[config.mk]
export PLATFORM = sky130hd
export DESIGN_NAME = tbt_accumulator
export DESIGN_NICKNAME = d
export VERILOG_FILES = /design/src/rtl/tbt_accumulator_pkg.sv /design/src/rtl/tbt_channel_accum.sv /design/src/rtl/tbt_accumulator.sv
export SDC_FILE = /design/constraint.sdc
export NUM_CORES = 1
export LEC_CHECK = 0
export ABC_AREA = 0
export CORE_ASPECT_RATIO = 1.5
export CORE_MARGIN = 2
export CORE_UTILIZATION = 57
export CTS_CLUSTER_DIAMETER = 150
export DETAILED_ROUTE_END_ITERATION = 12
export PLACE_DENSITY_LB_ADDON = 0.1
export SLEW_MARGIN = 25
export SYNTH_ARGS = -nofsm -noshare
export SYNTH_HDL_FRONTEND = slang
export SYNTH_SLANG_ARGS = --single-unit
[constraint.sdc]
create_clock -name adcClk -period 6.5 [get_ports adcClk]
set_clock_uncertainty 0.05 [all_clocks]
set_input_delay 1.3 -clock adcClk [delete_from_list [all_inputs] [get_ports adcClk]]
set_output_delay 1.3 -clock adcClk [all_outputs]
set_load 0.01 [all_outputs]
[src/rtl/tbt_accumulator_pkg.sv]
// Shared definitions for the turn-by-turn accumulator: FSM encoding,
// summing-mode constants and the samples-per-turn clamp.
package tbt_accumulator_pkg;

  typedef enum logic [1:0] {
    ST_SYNC   = 2'd0,
    ST_ACCUM  = 2'd1,
    ST_EXPECT = 2'd2
  } tbt_state_e;

  localparam logic MODE_SIGNED = 1'b0;
  localparam logic MODE_ABS    = 1'b1;

  // A zero turn length behaves as one sample; anything above the bound is capped.
  function automatic int unsigned clamp_samples(input int unsigned n, input int unsigned max_n);
    int unsigned r;
    if (n == 32'd0) begin
      r = 32'd1;
    end else if (n > max_n) begin
      r = max_n;
    end else begin
      r = n;
    end
    return r;
  endfunction

endpackage

[src/rtl/tbt_channel_accum.sv]
// One channel: sample mode conversion, running accumulator and the
// published per-turn sum register.
module tbt_channel_accum
  import tbt_accumulator_pkg::*;
#(
  parameter int SAMPLE_WIDTH = 16,
  parameter int SUM_WIDTH    = 23
) (
  input  logic                    clk,
  input  logic                    rst,
  input  logic                    load,
  input  logic                    add,
  input  logic                    publish,
  input  logic                    mode,
  input  logic [SAMPLE_WIDTH-1:0] sample,
  output logic [SUM_WIDTH-1:0]    sum
);

  logic [SAMPLE_WIDTH:0]  mag_s;
  logic [SUM_WIDTH-1:0]   conv_s;
  logic [SUM_WIDTH-1:0]   acc_d, acc_q;
  logic [SUM_WIDTH-1:0]   out_d, out_q;

  // Magnitude is one bit wider so the most negative sample converts without saturating.
  always_comb begin
    if (sample[SAMPLE_WIDTH-1]) begin
      mag_s = {(SAMPLE_WIDTH+1){1'b0}} - {1'b1, sample};
    end else begin
      mag_s = {1'b0, sample};
    end
    if (mode == MODE_ABS) begin
      conv_s = SUM_WIDTH'(mag_s);
    end else begin
      conv_s = SUM_WIDTH'($signed(sample));
    end
    if (load) begin
      acc_d = conv_s;
    end else if (add) begin
      acc_d = acc_q + conv_s;
    end else begin
      acc_d = acc_q;
    end
    if (publish) begin
      out_d = acc_d;
    end else begin
      out_d = out_q;
    end
  end

  always_ff @(posedge clk) begin
    if (rst) begin
      acc_q <= {SUM_WIDTH{1'b0}};
      out_q <= {SUM_WIDTH{1'b0}};
    end else begin
      acc_q <= acc_d;
      out_q <= out_d;
    end
  end

  assign sum = out_q;

endmodule

[src/rtl/tbt_accumulator.sv]
// Multi-channel turn-by-turn accumulator: marker-aligned turn FSM, sample
// counter, latched turn configuration, turn counter and sticky alignment flags.
module tbt_accumulator
  import tbt_accumulator_pkg::*;
#(
  parameter int CHANNEL_COUNT        = 8,
  parameter int SAMPLE_WIDTH         = 16,
  parameter int MAX_SAMPLES_PER_TURN = 100,
  parameter int COUNT_WIDTH          = $clog2(MAX_SAMPLES_PER_TURN+1),
  parameter int SUM_WIDTH            = SAMPLE_WIDTH + COUNT_WIDTH
) (
  input  logic                                adcClk,
  input  logic                                adcReset,
  input  logic                                enable,
  input  logic [COUNT_WIDTH-1:0]              samplesPerTurn,
  input  logic                                absMode,
  input  logic                                adcValid,
  input  logic                                adcTbtMarker,
  input  logic [CHANNEL_COUNT*SAMPLE_WIDTH-1:0] adcData,
  input  logic                                statusClear,
  output logic [CHANNEL_COUNT*SUM_WIDTH-1:0]  tbtSums,
  output logic                                tbtValid,
  output logic [31:0]                         tbtTurnCount,
  output logic                                markerEarly,
  output logic                                markerLate
);

  tbt_state_e             state_d, state_q;
  logic [COUNT_WIDTH-1:0] count_d, count_q;
  logic [COUNT_WIDTH-1:0] n_d, n_q;
  logic                   abs_d, abs_q;
  logic [31:0]            turn_d, turn_q;
  logic                   valid_d, valid_q;
  logic                   early_d, early_q;
  logic                   late_d, late_q;

  logic                   load_s, add_s, publish_s, early_s, late_s, mode_s;
  logic [COUNT_WIDTH-1:0] n_in_s, count_inc_s;

  assign n_in_s      = COUNT_WIDTH'(clamp_samples(32'(samplesPerTurn), 32'(MAX_SAMPLES_PER_TURN)));
  assign count_inc_s = count_q + COUNT_WIDTH'(1);

  // Next-state, turn control and status flag logic.
  always_comb begin
    state_d   = state_q;
    count_d   = count_q;
    n_d       = n_q;
    abs_d     = abs_q;
    load_s    = 1'b0;
    add_s     = 1'b0;
    publish_s = 1'b0;
    early_s   = 1'b0;
    late_s    = 1'b0;
    if (!enable) begin
      state_d = ST_SYNC;
      count_d = {COUNT_WIDTH{1'b0}};
    end else begin
      case (state_q)
        ST_SYNC: begin
          if (adcValid && adcTbtMarker) begin
            load_s = 1'b1;
          end else begin
            state_d = ST_SYNC;
          end
        end
        ST_ACCUM: begin
          if (adcValid && adcTbtMarker) begin
            early_s = 1'b1;
            load_s  = 1'b1;
          end else if (adcValid) begin
            add_s   = 1'b1;
            count_d = count_inc_s;
            if (count_inc_s == n_q) begin
              publish_s = 1'b1;
              state_d   = ST_EXPECT;
            end else begin
              state_d = ST_ACCUM;
            end
          end else begin
            state_d = ST_ACCUM;
          end
        end
        ST_EXPECT: begin
          if (adcValid && adcTbtMarker) begin
            load_s = 1'b1;
          end else if (adcValid) begin
            late_s  = 1'b1;
            state_d = ST_SYNC;
            count_d = {COUNT_WIDTH{1'b0}};
          end else begin
            state_d = ST_EXPECT;
          end
        end
        default: begin
          state_d = ST_SYNC;
          count_d = {COUNT_WIDTH{1'b0}};
        end
      endcase
      // Every turn start (fresh, restarted after an early marker, or back-to-back) lands here.
      if (load_s) begin
        count_d = COUNT_WIDTH'(1);
        n_d     = n_in_s;
        abs_d   = absMode;
        if (n_in_s == COUNT_WIDTH'(1)) begin
          publish_s = 1'b1;
          state_d   = ST_EXPECT;
        end else begin
          state_d = ST_ACCUM;
        end
      end else begin
        abs_d = abs_q;
      end
    end
    mode_s  = load_s ? absMode : abs_q;
    valid_d = publish_s;
    turn_d  = publish_s ? (turn_q + 32'd1) : turn_q;
    if (early_s) begin
      early_d = 1'b1;
    end else if (statusClear) begin
      early_d = 1'b0;
    end else begin
      early_d = early_q;
    end
    if (late_s) begin
      late_d = 1'b1;
    end else if (statusClear) begin
      late_d = 1'b0;
    end else begin
      late_d = late_q;
    end
  end

  always_ff @(posedge adcClk) begin
    if (adcReset) begin
      state_q <= ST_SYNC;
      count_q <= {COUNT_WIDTH{1'b0}};
      n_q     <= COUNT_WIDTH'(1);
      abs_q   <= MODE_SIGNED;
      turn_q  <= 32'd0;
      valid_q <= 1'b0;
      early_q <= 1'b0;
      late_q  <= 1'b0;
    end else begin
      state_q <= state_d;
      count_q <= count_d;
      n_q     <= n_d;
      abs_q   <= abs_d;
      turn_q  <= turn_d;
      valid_q <= valid_d;
      early_q <= early_d;
      late_q  <= late_d;
    end
  end

  for (genvar gi = 0; gi < CHANNEL_COUNT; gi++) begin : g_ch
    tbt_channel_accum #(
      .SAMPLE_WIDTH (SAMPLE_WIDTH),
      .SUM_WIDTH    (SUM_WIDTH)
    ) u_ch (
      .clk     (adcClk),
      .rst     (adcReset),
      .load    (load_s),
      .add     (add_s),
      .publish (publish_s),
      .mode    (mode_s),
      .sample  (adcData[gi*SAMPLE_WIDTH +: SAMPLE_WIDTH]),
      .sum     (tbtSums[gi*SUM_WIDTH +: SUM_WIDTH])
    );
  end

  assign tbtValid     = valid_q;
  assign tbtTurnCount = turn_q;
  assign markerEarly  = early_q;
  assign markerLate   = late_q;

endmodule
==> run metrics, run 1 <==
status=finished, final reports clean; I/O pin total=361; most frequent cell after synthesis=dfxtp_1; ys async rst share=0%; DRT Wirelength=83300 um; worst path cell trace=clkdlybuf4s50_1 > nand4b_1 > mux2_2 > buf_4 > and2_0 > o31ai_1 > xnor2_1 > ha_1 > a21o_1 > a21o_1 > a21o_1 > a211o_1 > nor2_1 > nor3_1 > o41a_1 > a31oi_1 > xnor2_1 > a221oi_2 > a21oi_1; Synthesized Nets=3913; post-synthesis sequential area ratio=30.5%; share of cells above drive strength 1=3.69%; Rows=98; Worst R2R Setup Slack=1360 ps; Register Area=0.00841 mm^2; Worst setup EP type=register; prevailing post-synth register cell=dfxtp_1; Yosys top cell area share=30.5%; Leak=13.3 nW; XOR/XNOR Fraction of Synth Area=8.75%; multi-input logic area=0.0181 mm^2; Peak Freq=173 MHz; synthesized-area fraction occupied by adder cells=11.0%; RD Place Congestion=0.937; Residual DRC=0; Resized cells post-CTS=0; dpl hpwl=58800 um; IO buf count=360; Power Dens Cells=197 mW/mm^2; first-pass GRT wire length=132000 um; Initial Util=57.8%; Worst R2R Path Depth=19; final hold violations=0; 1st-iter DRT viols=1631; area grow syn2layout=20.0%; maxcap violations=0; Slew Limit Fails=0; largest family of logic cells by synthesized area=compound AO/OA/AOI/OAI gates; Final nets=4171; final global-route overflow total=0; cts bufs inserted=43; largest net degree at the start of global routing=140; Synth warnings=0; Synth Area per Inst=7.80 um^2; drt via density=6.14; Worst setup startpoint=adcTbtMarker; Max IR drop VDD=0.000192 V; chip width=184 um; Total GRT Usage=32.1%; post-synthesis compound-gate area fraction=25.1%; most used cell, CP=a21o_1; number of global-route vias before repair=26800; Simple-Gate Fraction of Synth Area=20.1%; Post-synth EDFFs=0; synthesized area=0.0276 mm^2; CP max stage cell=clkdlybuf4s50_1; WP depth=19; period utilization=89.0%; Core Footprint=0.0477 mm^2; required time of the critical path=6930 ps; DRT Pass-1 Iters=7; total power=6.50 mW; Worst path max stage delay=590 ps; clock root cell=clkbuf_16; Largest delay share family, worst path=compound AO/OA/AOI/OAI gates; Die Ht=273 um; Final min period=5790 ps; via count=27100; H-tree depth=2; CTS tree=done; Final ANT Viol Nets=0; CP arrival=6220 ps; Rel. slew slack=36.6%; antenna violations before repair=0; Synth Register Bits=420; worst min-delay path category=register to register; R2R Path End=g_ch[4].u_ch.sum[21]; antenna diode count=0; largest cells by area after synthesis=dfxtp_1, ha_1, a21oi_1, xnor2_1, nor2_1; final setup fails=0; critical path type=primary input to register; RSZ-0062 raised after global routing=false; most frequent cells after synthesis=dfxtp_1, nor2_1, a21oi_1, nand2_1, o21ai_0; clk buf depth=3; Mapped Cells=3533; cts hold-fix bufs=0; Die ar.=0.0502 mm^2; filler instances=3917; multiplexer share of the synthesized area=0.599%; Critical Path End=g_ch[4].u_ch.sum[21]; CP startpoint kind=primary input; clock sink count=420; synth unique cells=80; cell taking the most area after synthesis=dfxtp_1; reg2reg start=state_q[0]; worst path bufs/invs=2; setup TNS=0 ps; Setup Fix Bufs, Post-CTS=0; critical path fanouts, max=9; later-pin clock latency in the skew report=600 ps; WL per Instance=18.8 um; Reg clk slew, reported paths=60 ps; Worst-Margin Slew=949 ps
==> placed cells by master, fill, tap and decap left out, drive strengths merged, types with 12 or more instances in the layout <==
| master | count |
|---|---|
| clkdlybuf4s50 | 359 |
| ha | 230 |
| a221oi | 41 |
| nor2 | 419 |
| clkbuf | 58 |
| a311oi | 12 |
| a211o | 12 |
| o41ai | 15 |
| and3 | 27 |
| mux2i | 12 |
| xnor2 | 185 |
| a31oi | 37 |
| nor4 | 14 |
| or4 | 23 |
| inv | 94 |
| dfxtp | 420 |
| a21o | 103 |
| nand2b | 39 |
| o21bai | 17 |
| and2 | 89 |
| nand2 | 350 |
| o21ai | 258 |
| buf | 39 |
| o31ai | 33 |
| xor2 | 87 |
| nor3 | 51 |
| nand4 | 25 |
| a211oi | 59 |
| or3 | 31 |
| o21a | 34 |
| nor2b | 27 |
| a21oi | 379 |
| o211ai | 49 |
| nand3 | 64 |
==> power by group <==
group	switching, mW	leakage (nW)	total (mW)	internal (mW)
clock network	1.12	0.707	2.65	1.53
logic	0.687	9.23	1.19	0.505
registers	0.0359	3.40	2.66	2.63
total	1.84	13.3	6.50	4.66
==> through the flow <==
step | hold slack, ps | cells | setup slack, ps | util, % | instance area (um^2)
CTS | 406 | 4421 | 761 | 69.3 | 33000
floorplan | 387 | 3533 | 1400 | - | 27600
finish | 405 | 4422 | 713 | 69.3 | 33100
detailed placement | 397 | 4345 | 170 | 66.2 | 31600
global route | 422 | 4422 | 411 | 69.3 | 33100
global placement | 392 | 4345 | 267 | 66.2 | 31600
==> flip-flops by register name (all words and copies together), names as in the netlist <==
signal / flops
tbtValid: 1
markerEarly: 1
abs_q: 1
state_q: 2
tbtTurnCount: 32
n_q: 7
markerLate: 1
g_ch.u_ch.acc_q: 184
g_ch.u_ch.sum: 184
count_q: 7
==> worst min-delay path by stage <==
stage,start,to,slack [ps],cells past startpoint
detailed placement,g_ch[3].u_ch.sum[10],g_ch[3].u_ch.sum[10],400,2
finish,g_ch[2].u_ch.sum[9],g_ch[2].u_ch.sum[9],400,2
CTS,g_ch[1].u_ch.sum[7],g_ch[1].u_ch.sum[7],410,2
floorplan,n_q[6],n_q[6],390,2
global placement,g_ch[0].u_ch.sum[5],g_ch[0].u_ch.sum[5],390,2
global route,g_ch[1].u_ch.sum[7],g_ch[1].u_ch.sum[7],420,2
==> worst min-delay path, cell delays in order, from the launching register on <==
cell and delay (ps):
dfxtp_1 310, nand3_1 60, nand2_1 40
==> layout make-up <==
cell class	instances	area share [%]
inverter	90	1.03
clock buffer	58	3.61
sequential	420	25.4
tap	600	2.27
clock inverter	18	0.794
timing repair buffer	398	12.0
multi-input combinational	2838	54.8
==> kinds of logic (layout without fill, tap and decap cells) <==
group | after synthesis | count (layout)
buffers and inverters | 275 | 564
DFF | 420 | 420
xor gates and xnor gates | 273 | 273
adders and majority gates | 238 | 238
muxes | 16 | 16
and+or+nand+nor | 1197 | 1197
AOI/OAI and AO/OA | 1114 | 1114
==> metal layers <==
metal  share of wire (%)  GRT usage (%)  up-vias
met4                 5.7           18.4        0
met2                  50           58.7      960
met1                  38           35.0    12800
met5                   0              0        -
li1                    -              -    13100
met3                 6.0           4.99      271
(Power assumes the default switching activity.)
==> run 2: changes to the inputs <==
--- a/config.mk
+++ b/config.mk
@@ -6,9 +6,11 @@
 export NUM_CORES = 1
 export LEC_CHECK = 0
 export ABC_AREA = 0
+export CELL_PAD_IN_SITES_DETAIL_PLACEMENT = 0
+export CELL_PAD_IN_SITES_GLOBAL_PLACEMENT = 2
 export CORE_ASPECT_RATIO = 1.5
 export CORE_MARGIN = 2
-export CORE_UTILIZATION = 57
+export CORE_UTILIZATION = 33
 export CTS_CLUSTER_DIAMETER = 150
 export DETAILED_ROUTE_END_ITERATION = 12
 export PLACE_DENSITY_LB_ADDON = 0.1
==> run metrics, run 2 (synthesis results as in run 1) <==
Final nets=4211 (+0.96%); largest net degree at the start of global routing=93 (-34%); Leak=13.5 nW (+1.4%); final setup fails=0 (unchanged); Hold Crit Start=g_ch[0].u_ch.sum[13]; Max IR drop VDD=0.000189 V (-1.5%); multi-input logic area=0.0181 mm^2 (unchanged); final hold violations=0 (unchanged); RD Place Congestion=0.839 (-10%); Clk pwr share=40.6% (about the same); drt via density=5.31 (-14%); Residual DRC=0 (unchanged); Core Footprint=0.0826 mm^2 (+73%); share of cells above drive strength 1=4.63% (+0.94 points); Rel. slew slack=30.1% (-6.5 points); cts bufs inserted=48 (+12%); WL per Instance=19.2 um (+2.2%); Worst-Margin Slew=1040 ps (+94.7 ps); critical path type=primary input to register; IO buf count=360 (unchanged); Power Dens Cells=192 mW/mm^2 (-2.2%); later-pin clock latency in the skew report=620 ps (+20 ps); status=finished, final reports clean; clock sink count=420 (unchanged); commonest non-fill, non-tap cell in the layout=dfxtp_1; Final min period=5540 ps (-245 ps); cts hold-fix bufs=0 (unchanged); Sw Pwr=1.91 mW (+4.1%); dpl hpwl=68800 um (+17%); Resized cells post-CTS=0 (unchanged); chip width=240 um (+31%); Worst R2R Setup Slack=1740 ps (+380 ps); R2R Path End=g_ch[1].u_ch.acc_q[22]; CP startpoint kind=primary input; Reg clk slew, reported paths=60 ps (about the same); Initial Util=33.4% (-24 points); CTS tree=done; Rows=129 (+32%); antenna diode count=0 (unchanged); Die ar.=0.0859 mm^2 (+71%); number of global-route vias before repair=26800 (-0.019%); via count=26400 (-2.7%); Worst setup EP type=register; clock root cell=clkbuf_16; DRT Wirelength=95800 um (+15%); Slew Limit Fails=0 (unchanged); period utilization=85.3% (-3.8 points); I/O pin total=361 (unchanged); Setup Fix Bufs, Post-CTS=0 (unchanged); reg2reg start=state_q[0]; Die Ht=358 um (+31%); Seq pwr share=40.8% (about the same); area grow syn2layout=23.3%; Peak Freq=180 MHz (+4.4%); Total GRT Usage=22.0% (-10 points); Register Area=0.00841 mm^2 (unchanged); Sw Ratio=29.3% (+1.0 points); most frequent cells in the layout=dfxtp_1, nor2_1, a21oi_1; antenna violations before repair=1 (+1); final global-route overflow total=0 (unchanged); total power=6.53 mW (+0.45%); 1st-iter DRT viols=986 (-40%); worst min-delay path category=register to register; required time of the critical path=6980 ps (+50 ps); RSZ-0062 raised after global routing=false; Worst R2R Path Depth=20 (+1); Comb pwr share=18.6% (+0.3 points); P_int=4.62 mW (-0.98%); filler instances=8530 (+120%); Final ANT Viol Nets=0 (unchanged); clk buf depth=3 (unchanged); Final Hold Slack=400 ps (-4.97 ps); hold worst-path end=g_ch[0].u_ch.sum[13]; first-pass GRT wire length=149000 um (+13%); maxcap violations=0 (unchanged); DRT Pass-1 Iters=5 (-2); H-tree depth=2 (unchanged); CP arrival=6020 ps (-200 ps); Hold Path Depth=2 (unchanged); setup TNS=0 ps (unchanged); critical path fanouts, max=5 (-4)
run 2: metrics by stage:
stage | util, % | std cells | instance area (um^2) | worst slack [ps]
6_report | 41.1 | 4977 | 34000 | 958
5_1_grt | 41.1 | 4977 | 34000 | 534
4_1_cts | 41.1 | 4977 | 34000 | 989
3_5_place_dp | 39.4 | 4894 | 32500 | 345
3_3_place_gp | 39.4 | 4894 | 32500 | 400
2_1_floorplan | - | 3533 | 27600 | 1400
run 2: worst max path at each step:
stage | startpoint | end | slack [ps] | depth (start not counted)
floorplan | enable | g_ch[6].u_ch.acc_q[21] | 1400 | 20
global route | adcData[2] | g_ch[0].u_ch.sum[22] | 530 | 20
CTS | adcData[4] | g_ch[0].u_ch.sum[22] | 990 | 20
detailed placement | adcData[4] | g_ch[0].u_ch.acc_q[22] | 350 | 20
global placement | adcData[2] | g_ch[0].u_ch.sum[22] | 400 | 20
finish | adcData[4] | g_ch[0].u_ch.acc_q[22] | 960 | 20
run 2: power by group through the flow:
stage	Sequential (mW)	Clock [mW]	Combinational (mW)
5_1_grt	2.67	2.85	1.36
3_5_place_dp	2.72	0	1.22
6_report	2.66	2.65	1.22
3_3_place_gp	2.72	0	1.21
4_1_cts	2.66	2.76	1.23
2_1_floorplan	2.71	0	0.817
run 2: layer usage:
metal  part of all wire, %  global-route usage [%]  routed length (um)  vias up
met5                 0.014                       0                  13        -
met4                   2.7                    6.70                2550        2
met3                   4.4                    3.53                4180      125
met2                    51                    40.7               48800      511
met1                    42                    25.7               40300    12600
li1                      -                       -                   -    13200
run 2: critical path, cell delays in order:
cell and delay [ps]:
clkdlybuf4s50_1 460, or4_1 600, nor3_1 240, nand2b_1 140, nor2_1 100, nand2_1 100, o41ai_1 330, xor2_1 280
inv_1 80, ha_1 360, and4_1 240, nand3_1 80, o31ai_1 340, a21oi_1 150, a2111oi_0 530, nor3_1 80
nand3b_1 190, xnor2_1 170, nand2_1 80, a21oi_1 150
run 2: cell type report:
cell class | instances | area share, %
Clock buffer | 70 | 4.08
Clock inverter | 13 | 0.221
Inverter | 90 | 1.00
Multi-Input combinational cell | 2838 | 53.4
Sequential cell | 420 | 24.7
Tap cell | 1113 | 4.10
Timing Repair Buffer | 433 | 12.5
